`src/rtl/evenzeroes_seq_ctrl_pkg.sv`:
```
// Shared types and defaults for the even-zeroes checker sequencer.
package evenzeroes_ctrl_pkg;

  localparam int DEF_WIDTH  = 8;
  localparam int DEF_SETTLE = 2;
  localparam int DEF_SPACER = 1;

  typedef enum logic [2:0] {
    IDLE,
    DRIVE,
    SAMPLE,
    SPACE,
    RESULT
  } state_t;

  // A dual-rail value is valid only when exactly one rail is high.
  function automatic logic dr_valid(input logic p1, input logic p0);
    return p1 ^ p0;
  endfunction

endpackage

```
`src/rtl/evenzeroes_seq_ctrl_if.sv`:
```
// Bundle of the requester handshake, checker rails and result handshake.
interface evenzeroes_seq_ctrl_if #(
  parameter int WIDTH = evenzeroes_ctrl_pkg::DEF_WIDTH,
  parameter int LEN_W = $clog2(WIDTH + 1)
);
  logic             in_valid;
  logic             in_ready;
  logic [WIDTH-1:0] in_data;
  logic [LEN_W-1:0] in_len;
  logic             bit1;
  logic             bit0;
  logic             parity1;
  logic             parity0;
  logic             res_valid;
  logic             res_ready;
  logic             res_parity;
  logic             res_err;
  logic             busy;

  // Controller side.
  modport slave (
    input  in_valid, in_data, in_len, parity1, parity0, res_ready,
    output in_ready, bit1, bit0, res_valid, res_parity, res_err, busy
  );

  // Producer / checker / consumer side.
  modport master (
    output in_valid, in_data, in_len, parity1, parity0, res_ready,
    input  in_ready, bit1, bit0, res_valid, res_parity, res_err, busy
  );
endinterface

```
`src/rtl/evenzeroes_seq_ctrl_phase_timer.sv`:
```
// Loadable down-counter with a zero flag; times the settle and spacer phases.
module evenzeroes_phase_timer #(
  parameter int TW = 2
) (
  input  logic          clk,
  input  logic          rst,
  input  logic          load_i,
  input  logic [TW-1:0] load_val_i,
  input  logic          dec_i,
  output logic          zero_o
);
  logic [TW-1:0] cnt_q;
  logic [TW-1:0] cnt_d;

  // Load wins over decrement; the counter saturates at zero.
  always_comb begin
    cnt_d = cnt_q;
    if (load_i) begin
      cnt_d = load_val_i;
    end else if (dec_i && (cnt_q != '0)) begin
      cnt_d = cnt_q - TW'(1);
    end
  end

  // Counter register.
  always_ff @(posedge clk) begin
    if (rst) begin
      cnt_q <= '0;
    end else begin
      cnt_q <= cnt_d;
    end
  end

  assign zero_o = (cnt_q == '0);
endmodule

```
`src/rtl/evenzeroes_seq_ctrl.sv`:
```
// Serializes words LSB-first onto the dual-rail checker inputs with a
// return-to-spacer between bits, and reports the sampled parity per word.
module evenzeroes_seq_ctrl
  import evenzeroes_ctrl_pkg::*;
#(
  parameter int WIDTH  = DEF_WIDTH,
  parameter int LEN_W  = $clog2(WIDTH + 1),
  parameter int SETTLE = DEF_SETTLE,
  parameter int SPACER = DEF_SPACER
) (
  input logic                   clk,
  input logic                   rst,
  evenzeroes_seq_ctrl_if.slave  bus
);
  localparam int TMAX = (SETTLE > SPACER) ? SETTLE : SPACER;
  localparam int TW   = $clog2(TMAX + 1);
  localparam logic [TW-1:0]    SETTLE_M1 = TW'(SETTLE - 1);
  localparam logic [TW-1:0]    SPACER_M1 = TW'(SPACER - 1);
  localparam logic [LEN_W-1:0] WIDTH_L   = LEN_W'(WIDTH);

  state_t           state_q, state_d;
  logic [WIDTH-1:0] shreg_q, shreg_d;
  logic [LEN_W-1:0] rem_q, rem_d;
  logic             par_q, par_d;
  logic             err_q, err_d;
  logic             bit1_q, bit1_d;
  logic             bit0_q, bit0_d;
  logic             tmr_load;
  logic [TW-1:0]    tmr_val;
  logic             tmr_dec;
  logic             tmr_zero;
  logic             len_ok;
  logic             drive_d;

  evenzeroes_phase_timer #(.TW(TW)) u_timer (
    .clk        (clk),
    .rst        (rst),
    .load_i     (tmr_load),
    .load_val_i (tmr_val),
    .dec_i      (tmr_dec),
    .zero_o     (tmr_zero)
  );

  assign len_ok = (bus.in_len != '0) && (bus.in_len <= WIDTH_L);

  // Next-state, datapath updates and registered-rail targets.
  always_comb begin
    state_d  = state_q;
    shreg_d  = shreg_q;
    rem_d    = rem_q;
    par_d    = par_q;
    err_d    = err_q;
    tmr_load = 1'b0;
    tmr_val  = '0;
    tmr_dec  = 1'b0;
    case (state_q)
      IDLE: begin
        if (bus.in_valid) begin
          shreg_d = bus.in_data;
          rem_d   = bus.in_len;
          par_d   = 1'b0;
          err_d   = 1'b0;
          if (len_ok) begin
            state_d  = DRIVE;
            tmr_load = 1'b1;
            tmr_val  = SETTLE_M1;
          end else begin
            // Unsendable length: report an error without touching the rails.
            state_d = RESULT;
            err_d   = 1'b1;
          end
        end
      end
      DRIVE: begin
        if (tmr_zero) begin
          state_d = SAMPLE;
        end else begin
          tmr_dec = 1'b1;
        end
      end
      SAMPLE: begin
        par_d = bus.parity1;
        if (!dr_valid(bus.parity1, bus.parity0)) begin
          err_d = 1'b1;
        end
        state_d  = SPACE;
        tmr_load = 1'b1;
        tmr_val  = SPACER_M1;
      end
      SPACE: begin
        if (tmr_zero) begin
          shreg_d = shreg_q >> 1;
          rem_d   = rem_q - LEN_W'(1);
          if (rem_q == LEN_W'(1)) begin
            state_d = RESULT;
          end else begin
            state_d  = DRIVE;
            tmr_load = 1'b1;
            tmr_val  = SETTLE_M1;
          end
        end else begin
          tmr_dec = 1'b1;
        end
      end
      RESULT: begin
        if (bus.res_ready) begin
          state_d = IDLE;
        end
      end
      default: state_d = IDLE;
    endcase
    // Rails are registered so they follow the state exactly and never glitch
    // into the asynchronous checker; both are low outside DRIVE/SAMPLE.
    drive_d = (state_d == DRIVE) || (state_d == SAMPLE);
    bit1_d  = drive_d & shreg_d[0];
    bit0_d  = drive_d & ~shreg_d[0];
  end

  // State and datapath registers; reset drops the word and the result.
  always_ff @(posedge clk) begin
    if (rst) begin
      state_q <= IDLE;
      shreg_q <= '0;
      rem_q   <= '0;
      par_q   <= 1'b0;
      err_q   <= 1'b0;
      bit1_q  <= 1'b0;
      bit0_q  <= 1'b0;
    end else begin
      state_q <= state_d;
      shreg_q <= shreg_d;
      rem_q   <= rem_d;
      par_q   <= par_d;
      err_q   <= err_d;
      bit1_q  <= bit1_d;
      bit0_q  <= bit0_d;
    end
  end

  assign bus.in_ready   = (state_q == IDLE) && !rst;
  assign bus.bit1       = bit1_q;
  assign bus.bit0       = bit0_q;
  assign bus.res_valid  = (state_q == RESULT);
  assign bus.res_parity = par_q;
  assign bus.res_err    = err_q;
  assign bus.busy       = (state_q != IDLE);
endmodule

```
`src/flat_wrapper.sv`:
```
// flat-port wrapper written by rule: the top's interface ports become plain ports
module evenzeroes_seq_ctrl_flat import evenzeroes_ctrl_pkg::*;
#(
  parameter int WIDTH  = DEF_WIDTH,
  parameter int LEN_W  = $clog2(WIDTH + 1),
  parameter int SETTLE = DEF_SETTLE,
  parameter int SPACER = DEF_SPACER
)
  (clk, rst, bus_in_valid, bus_in_data, bus_in_len, bus_parity1, bus_parity0, bus_res_ready, bus_in_ready, bus_bit1, bus_bit0, bus_res_valid, bus_res_parity, bus_res_err, bus_busy);
  evenzeroes_seq_ctrl_if #(.WIDTH(WIDTH), .LEN_W(LEN_W)) bus_i ();
  input logic clk;
  input logic rst;
  input wire logic [$bits(bus_i.in_valid)-1:0] bus_in_valid;
  input wire logic [$bits(bus_i.in_data)-1:0] bus_in_data;
  input wire logic [$bits(bus_i.in_len)-1:0] bus_in_len;
  input wire logic [$bits(bus_i.parity1)-1:0] bus_parity1;
  input wire logic [$bits(bus_i.parity0)-1:0] bus_parity0;
  input wire logic [$bits(bus_i.res_ready)-1:0] bus_res_ready;
  output wire logic [$bits(bus_i.in_ready)-1:0] bus_in_ready;
  output wire logic [$bits(bus_i.bit1)-1:0] bus_bit1;
  output wire logic [$bits(bus_i.bit0)-1:0] bus_bit0;
  output wire logic [$bits(bus_i.res_valid)-1:0] bus_res_valid;
  output wire logic [$bits(bus_i.res_parity)-1:0] bus_res_parity;
  output wire logic [$bits(bus_i.res_err)-1:0] bus_res_err;
  output wire logic [$bits(bus_i.busy)-1:0] bus_busy;
  assign bus_i.in_valid = bus_in_valid;
  assign bus_i.in_data = bus_in_data;
  assign bus_i.in_len = bus_in_len;
  assign bus_i.parity1 = bus_parity1;
  assign bus_i.parity0 = bus_parity0;
  assign bus_i.res_ready = bus_res_ready;
  assign bus_in_ready = bus_i.in_ready;
  assign bus_bit1 = bus_i.bit1;
  assign bus_bit0 = bus_i.bit0;
  assign bus_res_valid = bus_i.res_valid;
  assign bus_res_parity = bus_i.res_parity;
  assign bus_res_err = bus_i.res_err;
  assign bus_busy = bus_i.busy;
  evenzeroes_seq_ctrl #(.WIDTH(WIDTH), .LEN_W(LEN_W), .SETTLE(SETTLE), .SPACER(SPACER)) u_core (.clk(clk), .rst(rst), .bus(bus_i));
endmodule
```
`config.mk`:
```
export PLATFORM = sky130hd
export DESIGN_NAME = evenzeroes_seq_ctrl_flat
export DESIGN_NICKNAME = d
export VERILOG_FILES = /design/src/rtl/evenzeroes_seq_ctrl_pkg.sv /design/src/rtl/evenzeroes_seq_ctrl_if.sv /design/src/rtl/evenzeroes_seq_ctrl_phase_timer.sv /design/src/rtl/evenzeroes_seq_ctrl.sv /design/src/flat_wrapper.sv
export SDC_FILE = /design/constraint.sdc
export NUM_CORES = 1
export LEC_CHECK = 0
export ABC_CLOCK_PERIOD_IN_PS = 1400
export CORE_UTILIZATION = 47
export CTS_BUF_LIST = sky130_fd_sc_hd__clkbuf_4 sky130_fd_sc_hd__clkbuf_8
export DETAILED_ROUTE_END_ITERATION = 8
export GPL_ROUTABILITY_DRIVEN = 0
export HOLD_SLACK_MARGIN = 0.1
export PLACE_DENSITY = 0.77
export SETUP_SLACK_MARGIN = 0.5
export SLEW_MARGIN = 10
export SYNTH_ARGS = -nofsm -noshare
export SYNTH_HDL_FRONTEND = slang
export SYNTH_SLANG_ARGS = --single-unit
```
`constraint.sdc`:
```
create_clock -name clk -period 1.4 [get_ports clk]
set_input_delay 0.21 -clock clk [delete_from_list [all_inputs] [get_ports clk]]
set_output_delay 0.21 -clock clk [all_outputs]
set_load 0.03 [all_outputs]
```
==> results.txt, run 1 <==
The flow did not finish. It got as far as global routing and failed there. The tool reported: "[ERROR GRT-0232] Routing congestion too high. Check the congestion heatmap in the GUI". For this run, the number of Yosys warnings is 0. The synthesized area per cell came out at 8.48 µm². Global routing finished with a remaining overflow of 61. The maximum number of pins on one net before global-route repair came out at 13. For this configuration, the core starts out at a cell density of 50.8%. The floorplan step set the die height to 51.4 µm. The half-perimeter wire length of the detailed placement result came out at 2360 µm. The die span in x is 51.4 µm. The tree is rooted in a clkbuf_4. The count of flip-flops with a built-in enable after synthesis came out at 0.

The number of rows in the core area is 17. Counting every instance in the synthesized netlist gives 135. By area the synthesized netlist is led by dfxtp_1 37%, a21oi_1 7.0%, nand2_1 4.6%.

The share of synthesized area in the top cell type comes to 36.7%. The post-cts hold buffer count came out at 0. The number of synthesized register bits is 21. dfxtp_1 takes more of the synthesized area than any other cell. When the last timing repair stopped, the worst path ended at bus_in_ready. Clock tree synthesis inserted a total of 3 buffers. The H-tree depth reported by CTS is 1. The total global routing track utilization is 72.9%. The sequential element share of the synthesized area came out at 36.7%.

In the synthesized netlist the dominant register cell turns out to be dfxtp_1. Synthesis produced a netlist with a net count of 157. The number of library cell types mapped by synthesis came out at 41. The clock sink count is 21.

The I/O pin count is 25. The number of buffers inserted by port buffering is 24. The number of placed instances, taps included is 209. The clock passes through at most 2 buffers. The area of the mapped netlist is 1140 µm². The async set or reset register ratio after synthesis is 0%. The cell area reported after detailed placement is 1660 µm². The classification of the worst endpoint is a primary output.
==> Yosys cell counts (2+ instances only) <==
library cell	number
a21oi_1	16
a211o_1	3
nor2_1	11
and4b_1	2
ha_1	4
a31oi_1	2
dfxtp_1	21
clkbuf_1	2
o21ai_0	3
nand2_1	14
nor3b_1	2
buf_2	4
nand3b_1	4
inv_1	7
or3b_1	2
a22oi_1	6
nor3_1	3
xnor2_1	2
a21o_1	3
nand3_1	3
==> timing repair <==
action                     CTS
setup endpoints to repair   28
buffers inserted            14
gates resized for setup     98
cloned                       1
pin swaps                   25
==> metal layers <==
metal | overflow | GRT usage (%)
met5 | 0 | 0
met4 | 41 | 97.3
met3 | 0 | 38.7
met2 | 19 | 95.4
met1 | 1 | 70.7
==> logic make-up after synthesis <==
group	count (synthesis)	synth area share (%)
AND/OR/NAND/NOR	52	27.0
AO/OA/AOI/OAI	41	24.0
flip-flops	21	36.7
buffers and inverters	15	6.34
adder cells (fa/ha/maj)	4	4.37
XOR/XNOR	2	1.53
==> through the flow <==
step	setup slack, ps	setup TNS [ps]
3_3_place_gp	-402	-5320
4_1_cts	-175	-1470
3_5_place_dp	-482	-5980
2_1_floorplan	-40.6	-62.0
==> run 2: changes to the inputs <==
- ABC_CLOCK_PERIOD_IN_PS: 1400 -> 1820
- CORE_AREA: unset -> 2 2 63 65
- CORE_UTILIZATION: 47 -> unset
- CTS_BUF_LIST: sky130_fd_sc_hd__clkbuf_4 sky130_fd_sc_hd__clkbuf_8 -> unset
- DIE_AREA: unset -> 0 0 65 67
- HOLD_SLACK_MARGIN: 0.1 -> unset
- PLACE_DENSITY: 0.77 -> unset
- PLACE_DENSITY_LB_ADDON: unset -> 0.15
- SETUP_SLACK_MARGIN: 0.5 -> unset
- clock period: 1.4 -> 1.82 ns (I/O delays scaled with it)
==> run 2 against run 1 <==
Compared with the run above:
- the flow now finishes without violations
- synthesized area unchanged
- synthesized cell count stayed put
==> results.txt, run 2 <==
The run finished with clean final reports. The I/O pin count is 25. The number of buffers on the longest clock path is 2.

The total global routing track utilization came out at 14.3%. The clock transition time at the flip-flop clock pins of the worst setup and hold paths is 70 ps. The residual DRC count is 0. STA puts the critical path data arrival time at 1850 ps.

The leakage power figure came out at 0.601 nW. The worst slew slack as a fraction of its limit came out at 70.4%. The largest registers in the layout are u_core.shreg_q: 8 flops, u_core.rem_q: 4 flops, u_core.state_q: 3 flops. The core occupancy in the finished layout is 43.2%. Global routing consumed, on the met2 layer, 26.5% of the routing resources. The initial utilization of the core area, before any placement, comes to 31.7%.

The worst hold path belongs to the class reg -> reg. OpenSTA, run right after detailed placement, puts the worst setup slack at -84.2 ps. Counting flops and latches in the post-synthesis netlist gives 21. The TritonCTS clock tree is built. The number of buffers inserted by port buffering is 24. The die span in x is 65 µm. The count of non-filler cells in the finished layout came out at 218.

The total negative slack came out at 0 ps. The area added between synthesis and finish is 36.0%. The hold violation total from the final report came to 0.

The async set or reset register ratio after synthesis came out at 0%. The fraction of post-synthesis cell area in the top cell type by area is 36.7%. The flop-to-flop setup slack came out at 170 ps. The count of nets after finishing came out at 193. The die height came out at 67 µm. The worst setup path is captured at a flip-flop.

In the layout the commonest cells are 21 x clkdlybuf4s50_1, 21 x dfxtp_1, 17 x buf_4. The first-pass GRT wire length came out at 4770 µm. The number of nets in the synthesized netlist is 157. The number of standard cells after synthesis came out at 135.

The clock sink count is 21. The most used standard cell by instance count after synthesis is dfxtp_1. The number of nets with antenna violations after routing is 0. The ratio of total power to cell area is 809 nW/µm². The number of setup buffers added after CTS is 0.

The number of library cell types mapped by synthesis is 41. The number of antenna violations at the first check in global routing is 0. The summed area of non-filler cells in the final layout came out at 1560 µm². The startpoint identified for the worst register-to-register timing path is u_core.u_timer.cnt_q[0]$_SDFFE_PP0P_. The number of antenna diodes is 0.

The number of warnings printed during yosys synthesis is 0. The insertion delay to the later sink of the worst-skew pair came out at 250 ps. The master cell of the clock root buffer is clkbuf_8. The total of fill cells in the finished design is 384. Among all flip-flop cells after synthesis, the most frequent one is dfxtp_1.

The total overflow left after global routing is 0. The number of placed instances, taps included, is 214. The proportion of layout cells with a drive suffix above 1 is 15.9%. The sequential element share of the synthesized area came out at 36.7%. The critical path in this run is classified as in -> reg. The wire length per cell after detailed routing came out at 12.9 µm. The core outline area came out at 3610 µm².

The post-route worst setup slack came out at 162 ps. The kind of launch point of the worst setup path is an input port. CTS built an H-tree with a depth of 1.

The number of slew-limit violations in the final report is 0. The number of vias in the routed layout came out at 1068. The time the worst path needs with I/O delays and setup is 1660 ps. On the worst path, the slowest cell contributes a delay of 470 ps. The first detailed-routing pass took 4 iterations.

The worst hold slack came out at 460 ps. The commonest cells after synthesis are 21 x dfxtp_1, 16 x a21oi_1, 14 x nand2_1, 11 x nor2_1, 7 x inv_1. The number of global-route vias before repair came out at 1086. The half-perimeter wire length of the detailed placement result is 2200 µm. The register with the most flip-flops in the final layout is u_core.shreg_q. The ratio of routed vias to standard cells came out at 4.90. The endpoint identified for the worst register-to-register timing path is u_core.bus.bit0$_SDFF_PP0_. The cell with the biggest individual delay on the critical path is clkdlybuf4s50_1. The register area came out at 420 µm². The count of flip-flops with a built-in enable after synthesis is 0.

The launch point of the worst path is bus_in_valid. Counting cells, the worst reg-to-reg path comes to 5. The number of rows in the core area is 22. The global routing met1 resource utilization is 15.9%. The total CTS buffers came out at 3.

The data required time of the critical path came out at 2010 ps. Dividing the synthesized area by the synthesized cell count gives 8.48 µm². For the pin with the worst max-slew slack, the measured transition is 443 ps. The ratio of final minimum period to clock period came out at 91.1%. The total power came out at 1.26 mW. The floorplan step defined a die boundary enclosing 4360 µm². The biggest area contributor in the post-synthesis netlist is dfxtp_1.

For the final database, setup skew stands at 2.33 ps. Yosys attributes the largest share of cell area to dfxtp_1 37%, a21oi_1 7.0%, nand2_1 4.6%. Summing all placed instances gives a cell area of 1510 µm². The final count of negative-setup-slack endpoints is 0.

The met3 usage is 2.03%. The final routed wirelength across all metal layers came out at 2800 µm. After the first detailed-routing iteration, the DRC count stood at 58. The critical path ends at u_core.bus.bit0$_SDFF_PP0_. Entering global routing, the biggest net connects 14 pins.

Setup repair after global routing left no endpoint under its margin. The max-cap violation count came out at 0. The number of flip-flops under the largest register name is 8. The area of the mapped netlist is 1140 µm². The highest fanout seen on the critical path came out at 3. The layer flagged by global routing as most heavily used is met2. Walking the worst path, the cells encountered are clkdlybuf4s50_1 > or3b_1 > a21o_1 > a222oi_1 > a21boi_2.

The highest ir drop seen on vdd is 0.281 mV. For this run, the top clock speed supported by timing is 603 MHz. The area of the multi-input gates came out at 658 µm².
-- run 2: final cells by class --
| class | count | area share (%) |
|---|---|---|
| timing repair buffer | 39 | 22.3 |
| clock buffer | 4 | 2.89 |
| sequential | 21 | 27.0 |
| inverter | 7 | 1.69 |
| tap | 48 | 3.86 |
| multi-input combinational | 99 | 42.3 |
-- run 2: logic make-up after synthesis --
logic type | share of synthesized area, %
AO/OA/AOI/OAI | 24.0
adder cells (fa/ha/maj) | 4.37
buffers and inverters | 6.34
AND/OR/NAND/NOR | 27.0
XOR/XNOR | 1.53
flip-flops | 36.7
-- run 2: worst min path at each step --
| stage | startpoint | to | slack (ps) | depth (start not counted) |
|---|---|---|---|---|
| after CTS | u_core.shreg_q[6]$_SDFFE_PP0P_ | u_core.shreg_q[6]$_SDFFE_PP0P_ | 460 | 2 |
| after floorplan | rst | u_core.state_q[1]$_SDFF_PP0_ | 340 | 1 |
| after global routing | u_core.shreg_q[6]$_SDFFE_PP0P_ | u_core.shreg_q[6]$_SDFFE_PP0P_ | 490 | 2 |
| final | u_core.shreg_q[2]$_SDFFE_PP0P_ | u_core.shreg_q[2]$_SDFFE_PP0P_ | 460 | 2 |
| after detailed placement | u_core.shreg_q[2]$_SDFFE_PP0P_ | u_core.shreg_q[2]$_SDFFE_PP0P_ | 450 | 2 |
| after global placement | u_core.shreg_q[2]$_SDFFE_PP0P_ | u_core.shreg_q[2]$_SDFFE_PP0P_ | 450 | 2 |
-- run 2: per-layer routing --
| metal | vias up | share of wire [%] | wire length (µm) |
|---|---|---|---|
| met5 | - | 0 | 0 |
| met4 | 0 | 1.3 | 37 |
| met3 | 4 | 3.9 | 110 |
| met2 | 23 | 49 | 1390 |
| met1 | 483 | 45 | 1270 |
| li1 | 558 | - | - |
-- run 2: what timing repair did --
action / in CTS / in global routing
pin swaps: 0 / 0
gates resized for setup: 1 / 1
hold buffers: 0 / 0
setup endpoints to repair: 1 / 1
-- run 2: worst max-delay path: cells and delay by family --
family / cells / cell delay (ps)
AOI/OAI and AO/OA: 3 / 730
buffers and inverters: 1 / 470
and+or+nand+nor: 1 / 380
-- run 2: power by group --
part / switching [mW] / internal (mW)
Clock: 0.143 / 0.156
Sequential: 0.0332 / 0.507
Combinational: 0.215 / 0.206
Total: 0.391 / 0.868
Note: power is estimated with default switching activity, not from simulation.
